[src/rtl/mem_access_stage.sv]
// ---------------------------------------------------------------------------
// mem_access_stage -- LC-3b pipeline MEM stage
//
// Takes the op latched in EX/MEM, runs the data-memory request/response
// handshake, formats load data and registers the result into MEM/WB.
// Supports LDR/STR (word), LDB/STB (byte) and LDI/STI (pointer fetch plus
// final access). The upstream pipeline is stalled while an access is
// outstanding.
//
// Parameters
//   TIMEOUT_CYC  cycles a request may wait for mem_resp before it is
//                aborted; 0 waits forever
//   REG_W        destination register index width
//
// Ports
//   clk, rst_n                  clock, asynchronous active-low reset
//   valid_in, mem_op_in         EX/MEM op (0 NONE,1 LDR,2 STR,3 LDB,4 STB,
//                               5 LDI,6 STI,7 NONE)
//   addr_in, sdata_in, alu_in   effective address, store data, ALU result
//   dest_in, ld_reg_in          destination register and its write enable
//   mem_read/mem_write          data-memory request strobes
//   mem_address/mem_wdata       request address and write data
//   mem_byte_enable             write byte lanes ([1] = high byte)
//   mem_resp, mem_rdata         memory completion and read data
//   stall_out                   hold EX/MEM and earlier stages
//   mdr_WB_in, dest_WB_in,
//   ld_reg_WB                   registered result into MEM/WB
//   mem_err                     one-cycle pulse on timeout / misalign trap
//
// Build option
//   MEM_ALIGN_TRAP_EN  when defined, a word op with addr_in[0]=1 issues no
//                      request and pulses mem_err instead; otherwise bit 0
//                      is silently cleared for word accesses.
// ---------------------------------------------------------------------------
module mem_access_stage #(
  parameter int TIMEOUT_CYC = 0,
  parameter int REG_W       = 3
) (
  input  logic             clk,
  input  logic             rst_n,
  input  logic             valid_in,
  input  logic [2:0]       mem_op_in,
  input  logic [15:0]      addr_in,
  input  logic [15:0]      sdata_in,
  input  logic [15:0]      alu_in,
  input  logic [REG_W-1:0] dest_in,
  input  logic             ld_reg_in,
  output logic             mem_read,
  output logic             mem_write,
  output logic [15:0]      mem_address,
  output logic [15:0]      mem_wdata,
  output logic [1:0]       mem_byte_enable,
  input  logic             mem_resp,
  input  logic [15:0]      mem_rdata,
  output logic             stall_out,
  output logic [15:0]      mdr_WB_in,
  output logic [REG_W-1:0] dest_WB_in,
  output logic             ld_reg_WB,
  output logic             mem_err
);

  localparam logic [1:0] S_IDLE   = 2'd0;
  localparam logic [1:0] S_IND_RD = 2'd1;
  localparam logic [1:0] S_ACCESS = 2'd2;
  localparam logic [1:0] S_DONE   = 2'd3;

  localparam int CNT_W = (TIMEOUT_CYC > 1) ? $clog2(TIMEOUT_CYC) : 1;
  localparam logic [CNT_W-1:0] TO_LAST = (TIMEOUT_CYC > 0) ? CNT_W'(TIMEOUT_CYC - 1) : '0;

  logic [1:0]       r_state;
  logic             r_is_store, r_is_byte, r_byte_hi, r_ld_reg, r_ptr_ready;
  logic [REG_W-1:0] r_dest;
  logic [15:0]      r_sdata;
  logic [CNT_W-1:0] r_to_cnt;
  logic             r_mem_read, r_mem_write, r_ld_reg_wb, r_mem_err;
  logic [15:0]      r_mem_address, r_mem_wdata, r_mdr;
  logic [1:0]       r_mem_be;
  logic [REG_W-1:0] r_dest_wb;

  logic        w_op_mem, w_is_ind, w_is_byte, w_is_store;
  logic        w_is_mem, w_misalign, w_timeout;
  logic [15:0] w_word_addr, w_load_data;

  always_comb begin
    w_op_mem   = 1'b1;
    w_is_ind   = 1'b0;
    w_is_byte  = 1'b0;
    w_is_store = 1'b0;
    case (mem_op_in)
      3'd1: ;
      3'd2: w_is_store = 1'b1;
      3'd3: w_is_byte = 1'b1;
      3'd4: begin w_is_byte = 1'b1; w_is_store = 1'b1; end
      3'd5: w_is_ind = 1'b1;
      3'd6: begin w_is_ind = 1'b1; w_is_store = 1'b1; end
      default: w_op_mem = 1'b0;  // NONE and reserved 7
    endcase
  end

  assign w_is_mem    = valid_in & w_op_mem;
  assign w_word_addr = {addr_in[15:1], 1'b0};

`ifdef MEM_ALIGN_TRAP_EN
  assign w_misalign = w_is_mem & ~w_is_byte & addr_in[0];
`else
  assign w_misalign = 1'b0;
`endif

  // Only meaningful while a request is on the bus; never fires when TIMEOUT_CYC = 0.
  assign w_timeout = (TIMEOUT_CYC > 0) && (r_to_cnt == TO_LAST);

  assign w_load_data = !r_is_byte ? mem_rdata :
                       (r_byte_hi ? {8'h00, mem_rdata[15:8]} : {8'h00, mem_rdata[7:0]});

  // Gated by rst_n so the stall also reads 0 while reset is held.
  assign stall_out = rst_n & (((r_state == S_IDLE) & w_is_mem) |
                              (r_state == S_IND_RD) | (r_state == S_ACCESS));

  always_ff @(posedge clk or negedge rst_n) begin
    if (!rst_n) begin
      r_state       <= S_IDLE;
      r_is_store    <= 1'b0;
      r_is_byte     <= 1'b0;
      r_byte_hi     <= 1'b0;
      r_ld_reg      <= 1'b0;
      r_ptr_ready   <= 1'b0;
      r_dest        <= '0;
      r_sdata       <= 16'h0000;
      r_to_cnt      <= '0;
      r_mem_read    <= 1'b0;
      r_mem_write   <= 1'b0;
      r_mem_address <= 16'h0000;
      r_mem_wdata   <= 16'h0000;
      r_mem_be      <= 2'b00;
      r_mdr         <= 16'h0000;
      r_dest_wb     <= '0;
      r_ld_reg_wb   <= 1'b0;
      r_mem_err     <= 1'b0;
    end else begin
      r_mem_err <= 1'b0;
      case (r_state)
        S_IDLE: begin
          r_to_cnt    <= '0;
          r_ptr_ready <= 1'b0;
          if (w_is_mem) begin
            r_ld_reg_wb <= 1'b0;
            r_is_store  <= w_is_store;
            r_is_byte   <= w_is_byte;
            r_byte_hi   <= addr_in[0];
            r_dest      <= dest_in;
            r_ld_reg    <= ld_reg_in;
            r_sdata     <= sdata_in;
            if (w_misalign) begin
              r_mem_err <= 1'b1;
              r_state   <= S_DONE;
            end else if (w_is_ind) begin
              r_mem_read    <= 1'b1;
              r_mem_address <= w_word_addr;
              r_state       <= S_IND_RD;
            end else begin
              r_mem_read    <= ~w_is_store;
              r_mem_write   <= w_is_store;
              r_mem_address <= w_is_byte ? addr_in : w_word_addr;
              r_mem_wdata   <= w_is_byte ? {2{sdata_in[7:0]}} : sdata_in;
              r_mem_be      <= !w_is_store ? 2'b00 :
                               (!w_is_byte ? 2'b11 : (addr_in[0] ? 2'b10 : 2'b01));
              r_state       <= S_ACCESS;
            end
          end else if (valid_in) begin
            r_mdr       <= alu_in;
            r_dest_wb   <= dest_in;
            r_ld_reg_wb <= ld_reg_in;
          end else begin
            r_ld_reg_wb <= 1'b0;
          end
        end

        S_IND_RD: begin
          if (r_ptr_ready) begin
            // One idle bus cycle has passed since the pointer arrived.
            r_ptr_ready <= 1'b0;
            r_to_cnt    <= '0;
            r_mem_read  <= ~r_is_store;
            r_mem_write <= r_is_store;
            r_mem_wdata <= r_sdata;
            r_mem_be    <= r_is_store ? 2'b11 : 2'b00;
            r_state     <= S_ACCESS;
          end else if (mem_resp) begin
            r_mem_read    <= 1'b0;
            r_mem_address <= {mem_rdata[15:1], 1'b0};
            r_ptr_ready   <= 1'b1;
            r_to_cnt      <= '0;
          end else if (w_timeout) begin
            r_mem_read  <= 1'b0;
            r_mem_err   <= 1'b1;
            r_ld_reg_wb <= 1'b0;
            r_state     <= S_DONE;
          end else begin
            r_to_cnt <= r_to_cnt + 1'b1;
          end
        end

        S_ACCESS: begin
          if (mem_resp) begin
            r_mem_read  <= 1'b0;
            r_mem_write <= 1'b0;
            r_mem_be    <= 2'b00;
            r_dest_wb   <= r_dest;
            r_ld_reg_wb <= ~r_is_store & r_ld_reg;
            if (!r_is_store) r_mdr <= w_load_data;
            r_state     <= S_DONE;
          end else if (w_timeout) begin
            r_mem_read  <= 1'b0;
            r_mem_write <= 1'b0;
            r_mem_be    <= 2'b00;
            r_mem_err   <= 1'b1;
            r_ld_reg_wb <= 1'b0;
            r_state     <= S_DONE;
          end else begin
            r_to_cnt <= r_to_cnt + 1'b1;
          end
        end

        default: begin  // S_DONE: result already presented, drop the WB enable
          r_ld_reg_wb <= 1'b0;
          r_state     <= S_IDLE;
        end
      endcase
    end
  end

  assign mem_read        = r_mem_read;
  assign mem_write       = r_mem_write;
  assign mem_address     = r_mem_address;
  assign mem_wdata       = r_mem_wdata;
  assign mem_byte_enable = r_mem_be;
  assign mdr_WB_in       = r_mdr;
  assign dest_WB_in      = r_dest_wb;
  assign ld_reg_WB       = r_ld_reg_wb;
  assign mem_err         = r_mem_err;

endmodule

[config.mk]
export PLATFORM = sky130hd
export DESIGN_NAME = mem_access_stage
export DESIGN_NICKNAME = d
export VERILOG_FILES = /design/src/rtl/mem_access_stage.sv
export SDC_FILE = /design/constraint.sdc
export NUM_CORES = 1
export LEC_CHECK = 0
export CAP_MARGIN = 10
export CORE_MARGIN = 2
export CORE_UTILIZATION = 40
export CTS_BUF_LIST = sky130_fd_sc_hd__clkbuf_4 sky130_fd_sc_hd__clkbuf_8 sky130_fd_sc_hd__clkbuf_16
export CTS_CLUSTER_DIAMETER = 80
export CTS_CLUSTER_SIZE = 16
export DETAILED_ROUTE_END_ITERATION = 10
export PLACE_DENSITY = 0.69
export SLEW_MARGIN = 25
export SYNTH_ARGS = -nofsm -noshare
export SYNTH_HDL_FRONTEND = slang
export SYNTH_SLANG_ARGS = --single-unit
[constraint.sdc]
create_clock -name clk -period 2.2 [get_ports clk]
set_clock_uncertainty 0.15 [all_clocks]
set_input_delay 0.44 -clock clk [delete_from_list [all_inputs] [get_ports clk]]
set_output_delay 0.44 -clock clk [all_outputs]
set_load 0.02 [all_outputs]
; ---- After elaboration in Yosys (flattened, before gate mapping)
; Cells that the tools add are included.
[op_classes]
n_eq_ne = 17
muxes = 57
n_bitwise = 9
n_reduce_logical = 17
[ops]
columns = op, n
row1 = 2-to-1 mux 16 bit, 12
row2 = one-hot mux 16 bit (2 select lines), 3
row3 = 2-to-1 mux 2 bit, 12
row4 = 2-to-1 mux 1 bit, 19
row5 = inequality test 2 bit (second input constant), 9
row6 = one-hot mux 2 bit (3 select lines), 2
row7 = AND reduction 4 bit, 3
row8 = AND reduction 5 bit, 2
row9 = equality test 3 bit (second input constant), 3
row10 = 2-to-1 mux 3 bit, 3
row11 = one-hot mux 1 bit (3 select lines), 3
row12 = 2-to-1 mux 8 bit, 1
row13 = equality test 3 x 2 -> 1 bit (second input constant), 2
row14 = one-hot mux 3 bit (2 select lines), 1
row15 = AND reduction 2 bit, 3
row16 = OR reduction 6 bit, 1
row17 = AND 1 bit, 4
row18 = nonzero test 2 bit, 2
row19 = OR reduction 2 bit, 2
row20 = equality test 3 x 1 -> 1 bit (second input constant), 1
row21 = NOT 1 bit, 3
row22 = AND reduction 3 bit, 1
row23 = nonzero test 3 bit, 1
row24 = OR reduction 3 bit, 1
row25 = other kinds (5), 6
[word_totals]
regBits = 82
input_bits = 75
output_inout_bits = 58
wordCells = 116

; ---- Longest topological paths before layout
[depth]
depth_word = 8
mapped_depth = 9
ltp_nobuf = 6

; ---- Least setup slack after synthesis
; OpenSTA, ideal clock, no wires.
[synth_path]
path_kind = register to output
startpoint = reg r_state[1]
endpoint = out stall_out
t_arrival_ns = 2.137
t_required_ns = 1.610
path_slack_ns = -0.527
stages_incl_launch_ff = 8
path_buffers = 3
cell_sequence = dfrtp_1 > inv_1 > ha_1 > clkbuf_1 > buf_2 > clkbuf_1 > nor2_1 > a21boi_0
[synth_via]
elab_chain_len = 5
[synth_lines]
columns = element, line_no
row1 = from (decl), 70  ; logic [1:0] r_state;
row2 = from (signal assigned), 121  ; r_state <= S_IDLE;
row3 = from (signal assigned), 155  ; r_state <= S_DONE;
row4 = from (signal assigned), 159  ; r_state <= S_IND_RD;
row5 = zero test 2 bit, 116  ; assign stall_out = rst_n & (((r_state == S_IDLE) & w_is_mem) |
row6 = AND 1 bit, 116
row7 = bitwise OR 1 bit, 116
row8 = bitwise OR 1 bit *, 117  ; (r_state == S_IND_RD) | (r_state == S_ACCESS));
row9 = AND 1 bit *, 116
row10 = to (decl), 55  ; output logic stall_out,
; Mark *: on every way between the ends. The rest lies on a longest branch, timed or not.

; ---- Worst setup path after layout
[layout_path]
startpoint = in mem_op_in[2]
endpoint = reg r_mdr[2], in the netlist mdr_WB_in[2]
[layout_via]
elab_chain_len = 6
[layout_lines]
columns = element, line_no
row1 = from (decl), 42  ; input logic [2:0] mem_op_in,
row2 = equality test 3 bit (tied with other cells), 89  ; case (mem_op_in)
row3 = OR reduction 6 bit (no line) *, --
row4 = 2-to-1 mux 1 bit *, 89
row5 = AND 1 bit *, 100  ; assign w_is_mem = valid_in & w_op_mem;
row6 = inequality test 2 bit (no line) *, --
row7 = AND reduction 5 bit (no line) *, --
row8 = to (signal assigned), 170  ; r_mdr <= alu_in;
row9 = to (signal assigned), 210  ; if (!r_is_store) r_mdr <= w_load_data;
row10 = to (decl), 76  ; logic [15:0] r_mem_address, r_mem_wdata, r_mdr;
; Marked as above.
; A chain may end at the register's enable or synchronous reset.

==> out/metrics.csv <==
metric,value,unit
Crit Path Class,input port to register,
vias in the first global route,4224,
root buffer cell,clkbuf_16,
sequential area share after synthesis,42.99,%
Cell Rows,39,
initial antenna violation count,0,
post-synthesis instance area,0.004773,mm^2
post-synthesis register bit count,82,
"commonest non-fill, non-tap cell in the layout",clkdlybuf4s50_1,
1st-iter DRT viols,226,
post-route minimum period,2.182,ns
RSZ-0062 raised after global routing,true,
share of the synthesized area in the top cell type,42.99,%
Max Cap Viol,0,
placed cell count,729,
worst slew pin tran,0.6681,ns
outcome,"finished, violations left",
Antenna Nets Post-Route,0,
buffer and inverter count on the worst path,3,
pin count of the biggest net entering global routing,46,
CP required,2.28,ns
Routed WL,13480,um
PortBufs,131,
crit start category,input port,
final number of setup-violating endpoints,0,
Cell Pwr Density,1485,mW/mm^2
"Critical Path, Cell by Cell",dlygate4sd2_1 > buf_4 > or4b_4 > a32oi_4 > buf_12 > mux2_2,
Cells after Synth,449,
CTS tree,yes,
failing checks,DRC,
GRT Residual Overflow,0,
utilization after layout,61.07,%
Worst path top cell family by delay,buffers and inverters,
max-slew violation count,0,
Crit path arrival time,2.26,ns
post-synth top area cell,dfrtp_1,
first-pass GRT wire length,21290,um
DR WL/cell,17.88,um
Clock Latency Late Sink,0.34,ns
DR vias/cell,5.440,
Tot GR Track Use,20.96,%
yosys warns,0,
clock tree sinks,82,
I/O pin cnt,133,
most frequent cells in the layout,"clkdlybuf4s50_1 (125), dfrtp_1 (82), mux2_2 (45)",
drt pass-1 iters,8,
n_diodes,0,
synth top area cells,"dfrtp_1 (43%), mux2_2 (11%), mux2_4 (4.4%), mux2i_1 (4.0%), o21ai_0 (2.9%)",
core region area,0.01152,mm^2
die area,0.01282,mm^2
Hold WC Path Type,input port to asynchronous set/reset pin,
fin nets,687,
GPL Wtd Cong,0.8935,
htree depth,3,
fmax,0.4583,GHz
clk buf depth,2,
CP Max Fanout,8,
syn nets,529,
final non-filler cell total,754,
Netlist cell types,49,
worst slew margin relative to its limit,55.21,%
DRC Markers,14,
Leak,3.009,nW
Worst path slowest cell,or4b_4,
maximum VDD drop,0.6475,mV
HPWL after DPL,9421,um
share of post-route cells with drive strength above 1,26.84,%
CTS Buf Count,9,
Critical Path End Type,register,
die height,113.2,um
final worst path period share,99.17,%
via count,4102,
hold violation total from the final report,0,
starting density of the core,41.45,%
Synth Area per Inst,10.63,um^2
die width,113.2,um
clk slew on worst S/H paths,0.06,ns
Syn-to-layout area delta,47.34,%
CP peak stage delay,0.52,ns
where the power goes:
| group | switching [mW] | internal (mW) |
|---|---|---|
| registers | 0.451 | 2.28 |
| clock network | 0.605 | 0.919 |
| logic | 2.79 | 3.40 |
stage by stage:
stage / area (um^2) / hold slack [ns] / setup WS [ns] / setup TNS (ns) / total power [mW]
final: 7033 / 0.01444 / 0.01816 / 0 / 10.45
after global routing: 7033 / 0.06922 / -0.03839 / -0.2841 / 11.08
after CTS: 6860 / 0.03489 / -0.003314 / -0.003314 / 10.08
after detailed placement: 6452 / 0.3144 / -0.5647 / -30.49 / 8.297
after global placement: 6425 / 0.3176 / -0.5538 / -28.62 / 8.146
after floorplan: 4806 / -0.005591 / -0.02156 / -0.02156 / 6.216
kinds of logic (layout without fill, tap and decap cells):
logic type / count (synthesis) / count (layout) / synth area share [%]
AND/OR/NAND/NOR: 124 / 124 / 14.65
AO/OA/AOI/OAI: 100 / 100 / 15.15
flip-flops: 82 / 82 / 42.99
multiplexers: 81 / 81 / 19.71
buffers and inverters: 54 / 216 / 5.740
adder cells (fa/ha/maj): 5 / 5 / 1.311
XOR/XNOR: 2 / 2 / 0.3670
other: 1 / 1 / 0.07856
synthesized netlist by cell type (all sizes together):
| cell | number |
|---|---|
| a211o | 1 |
| a211oi | 2 |
| a21boi | 1 |
| a21o | 9 |
| a21oi | 23 |
| a221oi | 3 |
| a22o | 1 |
| a2bb2oi | 8 |
| a31oi | 4 |
| a32oi | 1 |
| and2 | 1 |
| buf | 21 |
| clkbuf | 18 |
| conb | 1 |
| dfrtp | 82 |
| ha | 5 |
| inv | 15 |
| mux2 | 62 |
| mux2i | 19 |
| nand2 | 19 |
| nand2b | 8 |
| nand3 | 5 |
| nand3b | 2 |
| nand4 | 3 |
| nand4b | 8 |
| nor2 | 22 |
| nor2b | 19 |
| nor3 | 11 |
| nor3b | 10 |
| nor4b | 1 |
| o211a | 1 |
| o21a | 8 |
| o21ai | 28 |
| o21bai | 1 |
| o221ai | 7 |
| o22ai | 1 |
| o31ai | 1 |
| or2 | 2 |
| or3 | 11 |
| or4 | 1 |
| or4b | 1 |
| xnor2 | 2 |
repair_timing:
action / in CTS / in global routing
buffers inserted: 3 / 4
resized for setup: 27 / 22
endpoints found under the setup margin: 60 / 52
hold buffers: 0 / 0
pin swaps: 4 / 6
cloned: 1 / 2
routing by layer:
layer / wire, um / vias to the layer above / global-route usage (%)
met4: 296 / 0 / 8.293
met2: 6584 / 137 / 34.69
li1: - / 1924 / -
met3: 840 / 23 / 4.874
met5: 0 / - / 0
met1: 5756 / 2018 / 26.63
final cells by class:
cell class | count | area [um^2]
Clock buffer | 11 | 246.5
Multi-Input combinational cell | 313 | 2560
Timing Repair Buffer | 186 | 1887
Tap cell | 143 | 178.9
Fill cell | 993 | 4483
Clock inverter | 4 | 52.55
Sequential cell | 82 | 2052
Inverter | 15 | 56.30
final timing paths:
check,start,to,slack [ns],cells after the start
min reg2reg,mem_wdata[2],mem_wdata[2],0.33,1
min,rst_n,mdr_WB_in[14],0.01,2
max reg2reg,r_state[1],mdr_WB_in[2],0.02,8
max,mem_op_in[2],mdr_WB_in[2],0.02,6
min in group clk,mem_wdata[2],mem_wdata[2],0.33,1
max in group asynchronous,rst_n,mem_wdata[8],1.28,3
Note: power is estimated with default switching activity, not from simulation.
